===== config.mk =====
export PLATFORM = sky130hd
export DESIGN_NAME = led_message_scroller
export DESIGN_NICKNAME = d
export VERILOG_FILES = /design/src/rtl/led_message_scroller.sv
export SDC_FILE = /design/constraint.sdc
export NUM_CORES = 1
export LEC_CHECK = 0
export ABC_AREA = 1
export CORE_ASPECT_RATIO = 1.75
export CORE_MARGIN = 2
export CORE_UTILIZATION = 28
export CTS_BUF_LIST = sky130_fd_sc_hd__clkbuf_8
export DETAILED_ROUTE_END_ITERATION = 8
export DONT_BUFFER_PORTS = 1
export PLACE_DENSITY_LB_ADDON = 0.3
export SYNTH_ARGS = -nofsm -noshare
export SYNTH_HDL_FRONTEND = slang
export SYNTH_SLANG_ARGS = --single-unit

===== constraint.sdc =====
create_clock -name clk -period 2.7 [get_ports clk]
set_input_delay 0.27 -clock clk [delete_from_list [all_inputs] [get_ports clk]]
set_output_delay 0.27 -clock clk [all_outputs]
set_load 0.01 [all_outputs]

===== src/rtl/led_message_scroller.sv =====
// rtl/led_message_scroller.sv - scrolls a 4-digit window across a UART-fed circular nibble store
// Define LED_SCROLL_PINGPONG_EN for back-and-forth scrolling instead of wrap-around.
module led_message_scroller #(
  parameter int MSG_NIBBLES = 16,
  parameter int SCROLL_DIV  = 25_000_000
) (
  input  logic        clk,
  input  logic        reset,
  input  logic [7:0]  rx_data,
  input  logic        rx_valid,
  input  logic        rx_perror,
  input  logic        rx_ferror,
  input  logic        clear,
  input  logic        freeze,
  output logic [15:0] data,
  output logic        msg_full,
  output logic        overflow,
  output logic        err_flag
);
  localparam int AW = $clog2(MSG_NIBBLES);
  localparam int CW = AW + 1;
  localparam int TW = (SCROLL_DIV > 1) ? $clog2(SCROLL_DIV) : 1;
  localparam logic [TW-1:0] TICK_MAX = TW'(SCROLL_DIV - 1);
  localparam logic [CW-1:0] FULL_CNT = CW'(MSG_NIBBLES);

  typedef enum logic [1:0] {EMPTY, SCROLL, ERROR} state_t;

  state_t        state_q, state_d;
  logic [3:0]    mem_q [MSG_NIBBLES];
  logic [3:0]    mem_d [MSG_NIBBLES];
  logic [AW-1:0] wr_ptr_q, wr_ptr_d;
  logic [AW-1:0] rd_ptr_q, rd_ptr_d;
  logic [CW-1:0] count_q, count_d;
  logic [TW-1:0] tick_q, tick_d;
  logic [15:0]   data_q, data_d;
  logic          overflow_q, overflow_d;
  logic          err_q, err_d;
`ifdef LED_SCROLL_PINGPONG_EN
  logic          dir_back_q, dir_back_d;
`endif
  logic          rx_good, rx_bad, do_write, step;

  // Message-relative index: the window wraps inside the written part of the store.
  function automatic logic [AW-1:0] win_idx(input logic [AW-1:0] rd, input int k,
                                            input logic [CW-1:0] cnt);
    logic [CW-1:0] sum;
    sum = {1'b0, rd} + CW'(k);
    if (sum >= cnt) sum = sum - cnt;
    return sum[AW-1:0];
  endfunction

  assign msg_full = (count_q == FULL_CNT);
  assign rx_good  = rx_valid & ~rx_perror & ~rx_ferror;
  assign rx_bad   = rx_valid & (rx_perror | rx_ferror);
  assign do_write = rx_good & ~msg_full & (state_q != ERROR);
  assign step     = (state_q == SCROLL) & ~freeze & (tick_q == TICK_MAX);

  always_comb begin
    state_d    = state_q;
    mem_d      = mem_q;
    wr_ptr_d   = wr_ptr_q;
    rd_ptr_d   = rd_ptr_q;
    count_d    = count_q;
    tick_d     = tick_q;
    overflow_d = overflow_q;
    err_d      = err_q;
`ifdef LED_SCROLL_PINGPONG_EN
    dir_back_d = dir_back_q;
`endif

    // Window is taken from the pre-edge state, giving one cycle of latency on data.
    data_d = 16'h0000;
    if (state_q == ERROR) begin
      data_d = 16'hEEEE;
    end else begin
      for (int k = 0; k < 4; k++) begin
        data_d[15-4*k -: 4] = mem_q[(state_q == SCROLL) ? win_idx(rd_ptr_q, k, count_q) : AW'(k)];
      end
    end

    if (state_q == EMPTY) begin
      tick_d   = '0;
      rd_ptr_d = '0;
    end else if (state_q == SCROLL && !freeze) begin
      if (step) begin
        tick_d = '0;
`ifdef LED_SCROLL_PINGPONG_EN
        if (!dir_back_q) begin
          if ({1'b0, rd_ptr_q} >= count_q - CW'(4)) begin
            dir_back_d = 1'b1;
            if (rd_ptr_q != '0) rd_ptr_d = rd_ptr_q - AW'(1);
          end else begin
            rd_ptr_d = rd_ptr_q + AW'(1);
          end
        end else begin
          if (rd_ptr_q == '0) begin
            dir_back_d = 1'b0;
            if (count_q > CW'(4)) rd_ptr_d = AW'(1);
          end else begin
            rd_ptr_d = rd_ptr_q - AW'(1);
          end
        end
`else
        rd_ptr_d = (({1'b0, rd_ptr_q} + CW'(1)) == count_q) ? '0 : rd_ptr_q + AW'(1);
`endif
      end else begin
        tick_d = tick_q + TW'(1);
      end
    end

    if (do_write) begin
      mem_d[wr_ptr_q]          = rx_data[7:4];
      mem_d[wr_ptr_q + AW'(1)] = rx_data[3:0];
      wr_ptr_d = wr_ptr_q + AW'(2);
      count_d  = count_q + CW'(2);
    end
    if (rx_good && msg_full && state_q != ERROR) overflow_d = 1'b1;

    if (rx_bad) begin
      state_d = ERROR;
      err_d   = 1'b1;
    end else if (state_q == EMPTY && count_d >= CW'(4)) begin
      state_d = SCROLL;
    end

    // Clear wins over any same-cycle byte, error or scroll step.
    if (clear) begin
      state_d = EMPTY;
      for (int i = 0; i < MSG_NIBBLES; i++) mem_d[i] = 4'h0;
      wr_ptr_d   = '0;
      rd_ptr_d   = '0;
      count_d    = '0;
      tick_d     = '0;
      data_d     = 16'h0000;
      overflow_d = 1'b0;
      err_d      = 1'b0;
`ifdef LED_SCROLL_PINGPONG_EN
      dir_back_d = 1'b0;
`endif
    end
  end

  always_ff @(posedge clk or negedge reset) begin
    if (!reset) begin
      state_q <= EMPTY;
      for (int i = 0; i < MSG_NIBBLES; i++) mem_q[i] <= 4'h0;
      wr_ptr_q   <= '0;
      rd_ptr_q   <= '0;
      count_q    <= '0;
      tick_q     <= '0;
      data_q     <= 16'h0000;
      overflow_q <= 1'b0;
      err_q      <= 1'b0;
`ifdef LED_SCROLL_PINGPONG_EN
      dir_back_q <= 1'b0;
`endif
    end else begin
      state_q    <= state_d;
      mem_q      <= mem_d;
      wr_ptr_q   <= wr_ptr_d;
      rd_ptr_q   <= rd_ptr_d;
      count_q    <= count_d;
      tick_q     <= tick_d;
      data_q     <= data_d;
      overflow_q <= overflow_d;
      err_q      <= err_d;
`ifdef LED_SCROLL_PINGPONG_EN
      dir_back_q <= dir_back_d;
`endif
    end
  end

  assign data     = data_q;
  assign overflow = overflow_q;
  assign err_flag = err_q;

endmodule


Word level (Yosys, flattened, before mapping) --
Cells that the tools add are included.
Word-level totals: output and inout port bits 19, register bits 122, input port bits 15, logic and storage cells 142
Cells by class: mux-type cells 54, add/sub/neg operators 12, magnitude comparators 13, eq/ne operators 6, bitwise gates (word level) 18, reduce and logical (&&, ||, !) cells 15
Operators with widths (count):
- 64-bit bitwise mux | 2
- 64-bit two-way mux | 2
- 4-bit two-way mux | 29
- 25-bit two-way mux | 4
- 4-bit binary-select mux with 4-bit select | 4
- 4-bit demux with 4-bit select | 2
- 16-bit two-way mux | 2
- 5-bit >= comparator, second input constant | 6
- 4-bit inverter with 5-bit output | 6
- 25-bit by 1-bit adder with 25-bit output, second input constant | 1
- 25-bit equality test, second input constant | 1
- 4-bit subtractor | 4
- 5-bit >= comparator | 3
- 4-bit by 2-bit adder with 5-bit output, second input constant | 2
- 5-bit by 1-bit < comparator with 1-bit output, second input constant | 2
- 5-bit two-way mux | 2
- 3-bit nonzero test | 3
- 4-bit by 1-bit adder with 4-bit output, second input constant | 2
- 1-bit bitwise AND | 7
- 1-bit logical AND | 6
- 2-bit two-way mux | 3
- 2-bit nonzero test | 3
- 4-bit by 1-bit adder with 5-bit output, second input constant | 1
- 5-bit by 2-bit adder with 5-bit output, second input constant | 1
- 14 further kinds | 20

Depth between registers and ports, before layout --
Gate-level depths: netlist of run 1.
depth in word-level cells 11, depth in mapped cells 22, mapped depth without buffers 21

Least setup slack after synthesis of run 1 --
Ideal clock, no wire load.
path type register to register, start point register rd_ptr_q[1], end point register data_q[2] (netlist: data[2]), setup time 0.113 ns, clock period less this slack 2.601 ns, data required time 2.587 ns, path slack 0.099 ns, cell stages (with the launch flop) 20, buffers on the path 1, data arrival time 2.488 ns, cell sequence dfrtp_1 -> inv_1 -> ha_1 -> xor2_1 -> inv_1 -> ha_1 -> nand2_1 -> nand3_1 -> nand2_1 -> nand2_1 -> nand2_1 -> nand2_1 -> nand2_2 -> buf_2 -> nand2_1 -> nand3_1 -> nand3_1 -> nand3_1 -> nand2_1 -> inv_1
Between the ends: longest elaborated chain between the ends 11, elaborated cells on any way between the ends 12, classes of those cells 2 x add/sub; 1 x order compare; 8 x mux; 1 x bitwise
Ends and longest elaborated chain:
- from (decl) | line 32 | logic [AW-1:0] rd_ptr_q, rd_ptr_d;
- from (signal assigned) | line 161 | rd_ptr_q <= rd_ptr_d;
- 4-bit by 2-bit adder with 5-bit output * | line 47 | sum = {1'b0, rd} + CW'(k);
- 4-bit subtractor or 5-bit >= comparator (tied branches) | line 48 | if (sum >= cnt) sum = sum - cnt;
- 4-bit two-way mux * | line 48
- 4-bit two-way mux * | line 73 | if (state_q == ERROR) begin
- 4-bit two-way mux * | line 77 | data_d[15-4*k -: 4] = mem_q[(state_q == SCROLL) ? win_idx(rd_ptr_q, k, count_q) : AW'(k)];
- 4-bit inverter with 5-bit output * | line 77
- 4-bit binary-select mux with 4-bit select * | line 77
- 4-bit two-way mux * (2 in series) | line 77
- 16-bit two-way mux * | line 73
- 16-bit two-way mux * | line 127 | if (clear) begin
- named net data_d[2] | line 35 | logic [15:0] data_q, data_d;
- to (signal assigned) | line 164 | data_q <= data_d;
- to (decl) | line 35
The timed path passes the listed nets; every way through them passes the cells marked *. The select of a mux whose other input is x is not followed. A chain may end at the register's enable or synchronous reset.

Worst setup path after layout of run 1 --
Same ends and word-level chain as after synthesis.

==> flow_metrics.env, run 1 <==
export IMPL_fp_row_count=81
export IMPL_dieArea_um2=29900
export IMPL_cts_buffers=17
export IMPL_ys_ff_latch=120
export IMPL_whs_ns=-0.516
export IMPL_worst_ep_required_time_ns=3.08
export IMPL_setup_ws_ns=0.0991
export IMPL_wl_per_cell_um=18.8
export IMPL_root_buffer="clkbuf_8"
export IMPL_arrival_ns=2.98
export IMPL_nets=1229
export IMPL_final_cell_mix="nand2_1 (251), inv_1 (140), nand3_1 (121)"
export IMPL_boundaryPins=34
export IMPL_drtIter0Drc=532
export IMPL_syn_avg_cell_area_um2=7.13
export IMPL_ys_warn_count=0
export IMPL_routed_wl_um=29600
export IMPL_clock_path_buffers=2
export IMPL_firstDrtPassIters=6
export IMPL_ys_seq_area_share_pct=37.7
export IMPL_slew_violations=0
export IMPL_critical_path_class="flip-flop to flip-flop"
export IMPL_sw_frac_of_total_pct=28.9
export IMPL_ys_types=43
export IMPL_synthSimpleGateAreaFrac_pct=32.4
export IMPL_drcViolationCount=0
export IMPL_drive_above_1_share_pct=18.6
export IMPL_internal_power_mw=3.08
export IMPL_synth_top_family_by_area="simple AND/OR/NAND/NOR gates"
export IMPL_clock_power_share_pct=40.8
export IMPL_die_h_um=227
export IMPL_pwr_share_comb_pct=16.5
export IMPL_path_cells="inv_4, ha_4, inv_1, ha_1, nand2_1, nand3_1, buf_4, xnor2_1, nand2_1, nand3_1, inv_1, nand3_1, nand3_1, nand2_1, inv_1"
export IMPL_cp_max_fo=4
export IMPL_violations="hold timing"
export IMPL_fillerInstances=2964
export IMPL_power_density_nw_per_um2=437
export IMPL_grt_overflow=0
export IMPL_yosys_area_share_xor_xnor_pct=2.09
export IMPL_io_buffers=0
export IMPL_cp_slowest_cell="dfrtp_2"
export IMPL_gp_congestion=0.916
export IMPL_antenna_left=0
export IMPL_cts_tree="done"
export IMPL_maxCapViolations=0
export IMPL_fin_crit_ns=2.60
export IMPL_synth_compound_area_share_pct=13.5
export IMPL_netlist_area_um2=7980
export IMPL_ys_top_cells_by_area="dfrtp_1 (38%), nand2_1 (13%), nand3_1 (9.2%), inv_1 (7.1%), o21ai_0 (4.1%)"
export IMPL_gr_usage_all_layers_pct=19.8
export IMPL_synth_mux_area_share_pct=0
export IMPL_fin_skew_ns=0.0126
export IMPL_core_um2=28000
export IMPL_seq_power_share_pct=42.8
export IMPL_die_w_um=132
export IMPL_p_sw_mw=1.25
export IMPL_seq_area_um2=3010
export IMPL_critPathCaptureType="flip-flop"
export IMPL_initial_utilization_pct=28.5
export IMPL_grt_start_max_net_pins=121
export IMPL_path_clk_slew_ns=0.08
export IMPL_rsz0062_at_grt="true"
export IMPL_timing_fmax_mhz=384
export IMPL_grt_pass1_wl_um=44400
export IMPL_antenna_found_initial=1
export IMPL_synth_top_area_share_pct=37.7
export IMPL_syn_to_final_growth_pct=24.3
export IMPL_synth_adder_area_share_pct=4.27
export IMPL_synth_top_area_cell="dfrtp_1"
export IMPL_fin_tns_setup_ns=0
export IMPL_path_common_cell="nand3_1"
export IMPL_period_share_pct=96.3
export IMPL_hold_path_class="input port to asynchronous set/reset pin"
export IMPL_htree_levels=4
export IMPL_hpwl_um=22600
export IMPL_start_kind="flip-flop"
export IMPL_multi_input_area_um2=4700
export IMPL_insertion_delay_ns=0.48
export IMPL_final_common_cell="nand2_1"
export IMPL_status="finished, violations left"
export IMPL_tightest_slew_ns=0.833
export IMPL_hold_violations=120
export IMPL_setup_viol=0
export IMPL_vias_per_cell=5.18
export IMPL_cp_slowest_stage_delay_ns=0.46
export IMPL_pre_cts_slack_ns=-0.158
export IMPL_vias=8142
export IMPL_postCtsHoldBufs=1
export IMPL_slew_headroom_pct=44.2
export IMPL_ir_drop_mv=0.297
export IMPL_grt_pass1_vias=7844
export IMPL_clkSinkCount=120
export IMPL_syn_inst=1119
export IMPL_cellLeakagePower_nw=4.58
[cells in the mapped netlist (all sizes together)]
cell    instances
xnor2           2
dfrtp         120
nand2         279
o31ai           1
inv           154
nand4          45
o21bai          4
xor2           17
ha             24
nand3         152
nor4            7
o211a           2
clkinv          1
o21ai         102
o21a            3
fa              2
nor3           15
nand3b          2
o211ai          2
nor2           66
a211oi          2
conb            1
a21oi          24
and3            2
clkbuf         12
buf            27
o22ai          50
o31a            1
[logic make-up after synthesis]
kind of cell / after synthesis
DFF: 120
xor gates and xnor gates: 19
buffers and inverters: 194
and+or+nand+nor: 568
other: 1
adders and majority gates: 26
AOI/OAI and AO/OA: 191
[worst paths after layout]
path / from / to / slack, ns / depth (start not counted)
hold reg to reg: tick_q[24] / tick_q[24] / 0.54 / 2
setup reg to reg: rd_ptr_q[1] / data[2] / 0.1 / 15
setup / recovery: rd_ptr_q[1] / data[2] / 0.1 / 15
max in group asynchronous: reset / data[14] / 2.97 / 0
min in group clk: clear / rd_ptr_q[0] / 0.05 / 3
hold / removal: reset / wr_ptr_q[1] / -0.52 / 0
[worst max-delay path, delay by kind of cell, from the launching register on]
family | cells | cell delay, ns
AND/OR/NAND/NOR | 7 | 0.77
buffers and inverters | 5 | 0.62
adder cells (fa/ha/maj) | 2 | 0.50
flip-flops | 1 | 0.46
XOR/XNOR | 1 | 0.17
[layer usage]
layer  vias to the layer above  share of wire, %  routed length [µm]  global-route usage, %
met3                       116               3.6                1060                   3.56
li1                       3889                 -                   -                      -
met5                         -                 0                   0                      0
met4                         0               9.9                2940                   16.9
met1                      3873                32                9610                   17.4
met2                       264                54               16000                   38.4
[cell type report]
type	count	share of cell area, %
Sequential cell	120	30.3
Antenna cell	1	0.0252
Inverter	155	6.11
Clock buffer	18	2.50
Clock inverter	12	1.64
Timing Repair Buffer	87	7.30
Tap cell	373	4.71
Multi-Input combinational cell	807	47.4
[power by group through the flow]
stage	Clock, mW	Combinational, mW	Sequential [mW]
5_1_grt	1.89	0.767	1.85
2_1_floorplan	0	0.349	1.88
3_3_place_gp	0	0.556	1.88
4_1_cts	1.82	0.574	1.85
6_report	1.77	0.714	1.85
3_5_place_dp	0	0.558	1.88
[through the flow]
step                      instances  cell area [µm²]  hold slack, ns  total power [mW]  utilization, %
final                          1573             9910          -0.516              4.33            35.4
after global routing           1573             9910          -0.554              4.51            35.4
after CTS                      1560             9290          -0.548              4.25            33.2
after detailed placement       1526             8790         -0.0185              2.44            31.4
after global placement         1526             8790         -0.0179              2.44            31.4
after floorplan                1120             7980         -0.0256              2.23               -
[timing repair]
item	in CTS	in global routing
pin swaps	2	35
setup endpoints to repair	8	15
cloned	1	2
setup buffers	2	10
endpoints found under the hold margin	129	120
resized for setup	19	112
[flip-flops by register name, summed over array words and instances (netlist names)]
signal    flops
err_flag      1
rd_ptr_q      4
tick_q       25
overflow      1
state_q       2
count_q       4
wr_ptr_q      3
data         16
mem_q        64
No activity file was read; power rests on OpenSTA's default activity.
==> run 2: changes to the inputs <==
--- a/config.mk
+++ b/config.mk
@@ -5,7 +5,9 @@
 export SDC_FILE = /design/constraint.sdc
 export NUM_CORES = 1
 export LEC_CHECK = 0
-export ABC_AREA = 1
+export ABC_AREA = 0
+export CELL_PAD_IN_SITES_DETAIL_PLACEMENT = 1
+export CELL_PAD_IN_SITES_GLOBAL_PLACEMENT = 1
 export CORE_ASPECT_RATIO = 1.75
 export CORE_MARGIN = 2
 export CORE_UTILIZATION = 28
==> run 2 against run 1 <==
Net effect: the flow finishes with violations (hold timing, setup timing); sequential share of layout area fell by 4.2 points; sequential power about the same; count of clock-buffer cells in the layout up 1; routed wire length increased by 16%; largest power group unchanged; cell count fell by 4.5%; flip-flop and latch count did not move; clock skew increased by 0.0027 ns; critical path type unchanged; die area grew 7.0%; maximum frequency is 15% lower; largest cell class unchanged; via count is 0.15% lower; synthesized cell count fell by 14%.
==> flow_metrics.env, run 2 <==
export IMPL_status="finished, violations left"
export IMPL_violations="hold timing, setup timing"
export IMPL_core_um2=30100
export IMPL_ys_ff_latch=120
export IMPL_ys_types=79
export IMPL_slew_headroom_pct=32.5
export IMPL_die_h_um=235
export IMPL_gp_congestion=0.910
export IMPL_path_delay_family="compound AO/OA/AOI/OAI gates"
export IMPL_drcViolationCount=0
export IMPL_insertion_delay_ns=0.51
export IMPL_cts_tree="done"
export IMPL_die_w_um=136
export IMPL_fillerInstances=3477
export IMPL_pre_cts_slack_ns=-0.582
export IMPL_synth_mux_area_share_pct=17.9
export IMPL_syn_inst=960
export IMPL_grt_start_max_net_pins=121
export IMPL_synthSimpleGateAreaFrac_pct=20.3
export IMPL_path_common_cell="buf_4"
export IMPL_whs_ns=-0.546
export IMPL_nets=1143
export IMPL_worst_r2r_cell_count=13
export IMPL_numPlacedInstances=1429
export IMPL_root_buffer="clkbuf_8"
export IMPL_seq_area_um2=3010
export IMPL_multi_input_area_um2=5780
export IMPL_ir_drop_mv=0.287
export IMPL_path_cells="ha_4, xor2_1, buf_4, ha_4, o21a_1, nor2_1, o31a_1, a21oi_2, buf_4, mux2_4, a2111oi_4, a211oi_1, buf_4"
export IMPL_fp_row_count=84
export IMPL_period_share_pct=114
export IMPL_cp_slowest_cell="dfrtp_2"
export IMPL_synth_top_area_share_pct=35.1
export IMPL_setup_viol=16
export IMPL_cellLeakagePower_nw=4.87
export IMPL_final_cell_count_no_fill=1503
export IMPL_clkSinkCount=120
export IMPL_tightest_slew_ns=1.01
export IMPL_yosys_area_share_xor_xnor_pct=3.38
export IMPL_fin_crit_ns=3.07
export IMPL_power_density_nw_per_um2=347
export IMPL_path_clk_slew_ns=0.08
export IMPL_final_common_cell="nor2_1"
export IMPL_final_cell_mix="nor2_1 (130), buf_4 (128), mux2i_1 (123)"
export IMPL_synth_commonest_cells="nor2_1 (130), mux2i_1 (124), dfrtp_1 (120), nand2_1 (107), a21oi_1 (63)"
export IMPL_syn_avg_cell_area_um2=8.90
export IMPL_fin_skew_ns=0.0153
export IMPL_grt_overflow=0
export IMPL_maxCapViolations=0
export IMPL_timing_rr_start="rd_ptr_q[1]"
export IMPL_critPathCaptureType="flip-flop"
export IMPL_gr_usage_all_layers_pct=22.0
export IMPL_routed_wl_um=34200
export IMPL_clock_path_buffers=2
export IMPL_drive_above_1_share_pct=29.9
export IMPL_ys_seq_area_share_pct=35.1
export IMPL_syn_to_final_growth_pct=34.5
export IMPL_hpwl_um=24600
export IMPL_top_register="mem_q"
export IMPL_io_buffers=0
export IMPL_initial_utilization_pct=28.4
export IMPL_synth_top_area_cell="dfrtp_1"
export IMPL_start_kind="flip-flop"
export IMPL_htree_levels=4
export IMPL_ys_top_cells_by_area="dfrtp_1 (35%), mux2i_1 (15%), nor2_1 (5.7%), nand2_1 (4.7%), a21oi_1 (3.7%)"
export IMPL_cp_slowest_stage_delay_ns=0.46
export IMPL_synth_async_sr_flop_share_pct=100
export IMPL_final_util_pct=38.3
export IMPL_antenna_left=0
export IMPL_setup_ws_ns=-0.370
export IMPL_finalPower_mw=3.99
export IMPL_ys_warn_count=0
export IMPL_postCtsHoldBufs=12
export IMPL_rsz0062_at_grt="true"
export IMPL_cts_buffers=17
export IMPL_arrival_ns=3.47
export IMPL_grt_pass1_vias=8837
export IMPL_netlist_area_um2=8550
export IMPL_vias=8130
export IMPL_slew_violations=0
export IMPL_drtIter0Drc=512
export IMPL_worst_ep_required_time_ns=3.10
export IMPL_synth_most_common_cell="nor2_1"
export IMPL_crit_buf_inv=3
export IMPL_dieArea_um2=32000
export IMPL_critical_path_class="flip-flop to flip-flop"
export IMPL_hold_path_class="input port to asynchronous set/reset pin"
export IMPL_synthFlopType="dfrtp_1"
export IMPL_grt_pass1_wl_um=52500
export IMPL_wl_per_cell_um=22.8
export IMPL_hold_violations=120
export IMPL_vias_per_cell=5.41
export IMPL_synth_adder_area_share_pct=3.98
export IMPL_synth_edf_count=0
export IMPL_r2r_slack_ns=-0.37
export IMPL_synth_top_family_by_area="simple AND/OR/NAND/NOR gates"
export IMPL_largest_register_ffs=64
export IMPL_cp_max_fo=4
export IMPL_antenna_found_initial=1
export IMPL_timing_fmax_mhz=326
export IMPL_rr_endpoint="data[5]"
export IMPL_synth_compound_area_share_pct=14.9
export IMPL_firstDrtPassIters=4
export IMPL_boundaryPins=34
[run 2: worst max-delay path by stage]
stage                start       to  depth (start not counted)
2_1_floorplan  rd_ptr_q[1]  data[7]                         13
3_3_place_gp   rd_ptr_q[1]  data[8]                         14
3_5_place_dp   rd_ptr_q[1]  data[8]                         14
4_1_cts        rd_ptr_q[1]  data[0]                         14
5_1_grt        rd_ptr_q[1]  data[5]                         14
6_report       rd_ptr_q[1]  data[5]                         13
[run 2: worst reg2reg max path: cells and delay by family (launching register included)]
kind	cells	cell delay, ns
DFF	1	0.46
adders and majority gates	2	0.48
AOI/OAI and AO/OA	5	1.08
buffers and inverters	3	0.43
muxes	1	0.30
xor gates and xnor gates	1	0.14
and+or+nand+nor	1	0.06
[run 2: kinds of logic (layout without fill, tap and decap cells)]
logic type	after synthesis	in the layout
AO/OA/AOI/OAI	190	190
XOR/XNOR	33	33
adder cells (fa/ha/maj)	26	26
buffers and inverters	78	232
flip-flops	120	120
multiplexers	141	141
other	1	3
AND/OR/NAND/NOR	371	371
[run 2: area by class of cell]
class	instances	area share, %
Clock inverter	13	1.25
Timing Repair Buffer	182	15.2
Sequential cell	120	26.1
Antenna cell	1	0.0218
Multi-Input combinational cell	763	50.2
Tap cell	387	4.21
Clock buffer	19	2.27
Inverter	18	0.664
[run 2: power breakdown]
group,switching (mW),internal [mW],total [mW]
combinational,0.224,0.179,0.403
clock,0.870,0.875,1.75
sequential,0.0306,1.82,1.85
total,1.12,2.87,3.99
[run 2: routing by layer]
metal / part of all wire (%) / global-route usage, % / wire [µm]
met5: 0 / 0 / 0
met4: 6.0 / 14.6 / 2070
met3: 3.9 / 3.96 / 1340
met2: 54 / 39.5 / 18500
met1: 36 / 22.7 / 12300
[run 2: per-stage QoR]
| stage | hold WS (ns) | cell area (µm²) | setup TNS (ns) |
|---|---|---|---|
| 5_1_grt | -0.564 | 11500 | -5.36 |
| 2_1_floorplan | -0.0256 | 8710 | -0.622 |
| 6_report | -0.546 | 11500 | -3.31 |
| 3_3_place_gp | -0.0173 | 10100 | -4.98 |
| 4_1_cts | -0.600 | 11100 | -3.66 |
| 3_5_place_dp | -0.0167 | 10100 | -6.05 |
[run 2: what timing repair did]
item                                   in CTS  in global routing
buffers inserted                           18                 12
gates cloned                                1                  0
gates resized for setup                    67                 49
setup endpoints to repair                  16                 24
pin swaps                                  29                 39
endpoints found under the hold margin     206                120
==> run 3: changes to the inputs <==
==> constraint.sdc (replaced) <==
create_clock -name clk -period 2.7 [get_ports clk]
set_input_delay 0.135 -clock clk [delete_from_list [all_inputs] [get_ports clk]]
set_output_delay 0.135 -clock clk [all_outputs]
set_load 0.01 [all_outputs]
==> run 3 against run 2 <==
Net effect: the run still ends with hold timing, setup timing left; critical path type unchanged; via count is 2.8% higher; flip-flop and latch count stayed put; clock power hardly changed; count of clock-buffer cells in the layout stayed put; largest power group unchanged; first-iteration DRC count is 4.7% higher; combinational power is 4% higher; critical path depth stayed put; worst hold slack worse by 0.14 ns; global-route usage is 0.23 points higher; power is 0.68% higher; cell area is 3.2% higher; non-clock buffer count is 19 higher.
==> flow_metrics.env, run 3 (same netlist as run 2, synthesis figures left out) <==
export IMPL_status="finished, violations left"
export IMPL_violations="hold timing, setup timing"
export IMPL_fin_skew_ns=0.0172
export IMPL_period_share_pct=114
export IMPL_drive_above_1_share_pct=33.2
export IMPL_maxCapViolations=0
export IMPL_vias=8356
export IMPL_timing_rr_start="rd_ptr_q[1]"
export IMPL_nets=1162
export IMPL_worst_r2r_cell_count=13
export IMPL_cts_buffers=17
export IMPL_antenna_left=0
export IMPL_final_common_cell="buf_4"
export IMPL_whs_ns=-0.687
export IMPL_seq_area_um2=3010
export IMPL_placed_area_um2=10100
export IMPL_fin_crit_ns=3.09
export IMPL_timing_fmax_mhz=324
export IMPL_grt_pass1_vias=8859
export IMPL_ir_drop_mv=0.284
export IMPL_drtIter0Drc=536
export IMPL_routed_wl_um=35200
export IMPL_start_kind="flip-flop"
export IMPL_grt_overflow=0
export IMPL_fp_row_count=84
export IMPL_gp_congestion=0.914
export IMPL_numPlacedInstances=1428
export IMPL_syn_to_final_growth_pct=38.9
export IMPL_path_cells="buf_6, ha_4, xnor2_4, inv_2, ha_4, o21a_1, o211a_1, nor3_4, or2_4, buf_4, mux2i_1, a211o_1, a311oi_2"
export IMPL_insertion_delay_ns=0.51
export IMPL_arrival_ns=3.49
export IMPL_antenna_found_initial=1
export IMPL_cp_max_fo=9
export IMPL_final_cell_mix="buf_4 (137), nor2_1 (125), mux2i_1 (118)"
export IMPL_firstDrtPassIters=5
export IMPL_dieArea_um2=32000
export IMPL_drcViolationCount=0
export IMPL_hold_violations=124
export IMPL_htree_levels=4
export IMPL_r2r_slack_ns=-0.39
export IMPL_cellLeakagePower_nw=4.98
export IMPL_vias_per_cell=5.49
export IMPL_grt_start_max_net_pins=121
export IMPL_slew_violations=0
export IMPL_fin_area_um2=11900
export IMPL_die_w_um=136
export IMPL_cp_slowest_stage_delay_ns=0.47
export IMPL_grt_pass1_wl_um=53100
export IMPL_critical_path_class="flip-flop to flip-flop"
export IMPL_rsz0062_at_grt="true"
export IMPL_root_buffer="clkbuf_8"
export IMPL_setup_ws_ns=-0.390
export IMPL_die_h_um=235
export IMPL_core_um2=30100
export IMPL_power_density_nw_per_um2=339
export IMPL_gr_usage_all_layers_pct=22.2
export IMPL_rr_endpoint="data[8]"
export IMPL_cp_slowest_cell="dfrtp_2"
export IMPL_path_delay_family="compound AO/OA/AOI/OAI gates"
export IMPL_path_common_cell="ha_4"
export IMPL_hpwl_um=24400
export IMPL_top_register="mem_q"
export IMPL_hold_path_class="input port to asynchronous set/reset pin"
export IMPL_tightest_slew_ns=0.994
export IMPL_cp_depth=13
export IMPL_clock_path_buffers=2
export IMPL_postCtsHoldBufs=14
export IMPL_crit_buf_inv=3
export IMPL_fillerInstances=3465
export IMPL_boundaryPins=34
export IMPL_wl_per_cell_um=23.1
export IMPL_setup_viol=16
export IMPL_critPathCaptureType="flip-flop"
export IMPL_cts_tree="done"
export IMPL_slew_headroom_pct=33.6
export IMPL_largest_register_ffs=64
export IMPL_initial_utilization_pct=28.4
export IMPL_path_clk_slew_ns=0.09
export IMPL_multi_input_area_um2=5930
export IMPL_fin_tns_setup_ns=-4.64
export IMPL_clkSinkCount=120
export IMPL_io_buffers=0
export IMPL_final_cell_count_no_fill=1522
export IMPL_worst_ep_required_time_ns=3.10
run 3: worst max-delay path by stage:
stage	startpoint	to	slack, ns
CTS	rd_ptr_q[1]	data[10]	-0.36
global placement	rd_ptr_q[1]	data[8]	-0.50
global route	rd_ptr_q[1]	data[8]	-0.51
floorplan	rd_ptr_q[1]	data[7]	-0.12
finish	rd_ptr_q[1]	data[8]	-0.39
detailed placement	rd_ptr_q[1]	data[8]	-0.51
run 3: power by group:
| group | switching (mW) | total [mW] | internal (mW) |
|---|---|---|---|
| clock network | 0.882 | 1.76 | 0.875 |
| logic | 0.232 | 0.418 | 0.186 |
| registers | 0.0306 | 1.85 | 1.82 |
| total | 1.14 | 4.02 | 2.88 |
run 3: metal layers:
layer	up-vias	routed length [µm]	global-route usage [%]
met3	125	1230	3.66
met4	0	2390	15.1
met2	235	19000	39.8
met5	-	0	0
li1	3766	-	-
met1	4230	12600	23.2
run 3: through the flow:
stage	power [mW]	setup slack (ns)	utilization, %	hold WS (ns)
3_3_place_gp	2.18	-0.501	33.6	-0.152
2_1_floorplan	2.09	-0.118	-	-0.161
6_report	4.02	-0.390	39.5	-0.687
4_1_cts	4.06	-0.361	37.5	-0.716
5_1_grt	4.18	-0.509	39.5	-0.700
3_5_place_dp	2.18	-0.506	33.6	-0.152
run 3: area by class of cell:
class,count,area share (%)
Inverter,18,0.611
Tap cell,387,4.08
Clock inverter,13,1.21
Multi-Input combinational cell,763,50.0
Antenna cell,1,0.0211
Sequential cell,120,25.3
Clock buffer,19,2.20
Timing Repair Buffer,201,16.6
run 3: repair_timing:
| action | in CTS | in global routing |
|---|---|---|
| buffers inserted | 23 | 26 |
| gates resized for setup | 75 | 79 |
| setup endpoints to repair | 16 | 23 |
| gates cloned | 2 | 0 |
| endpoints found under the hold margin | 211 | 120 |
| pin swaps | 40 | 63 |
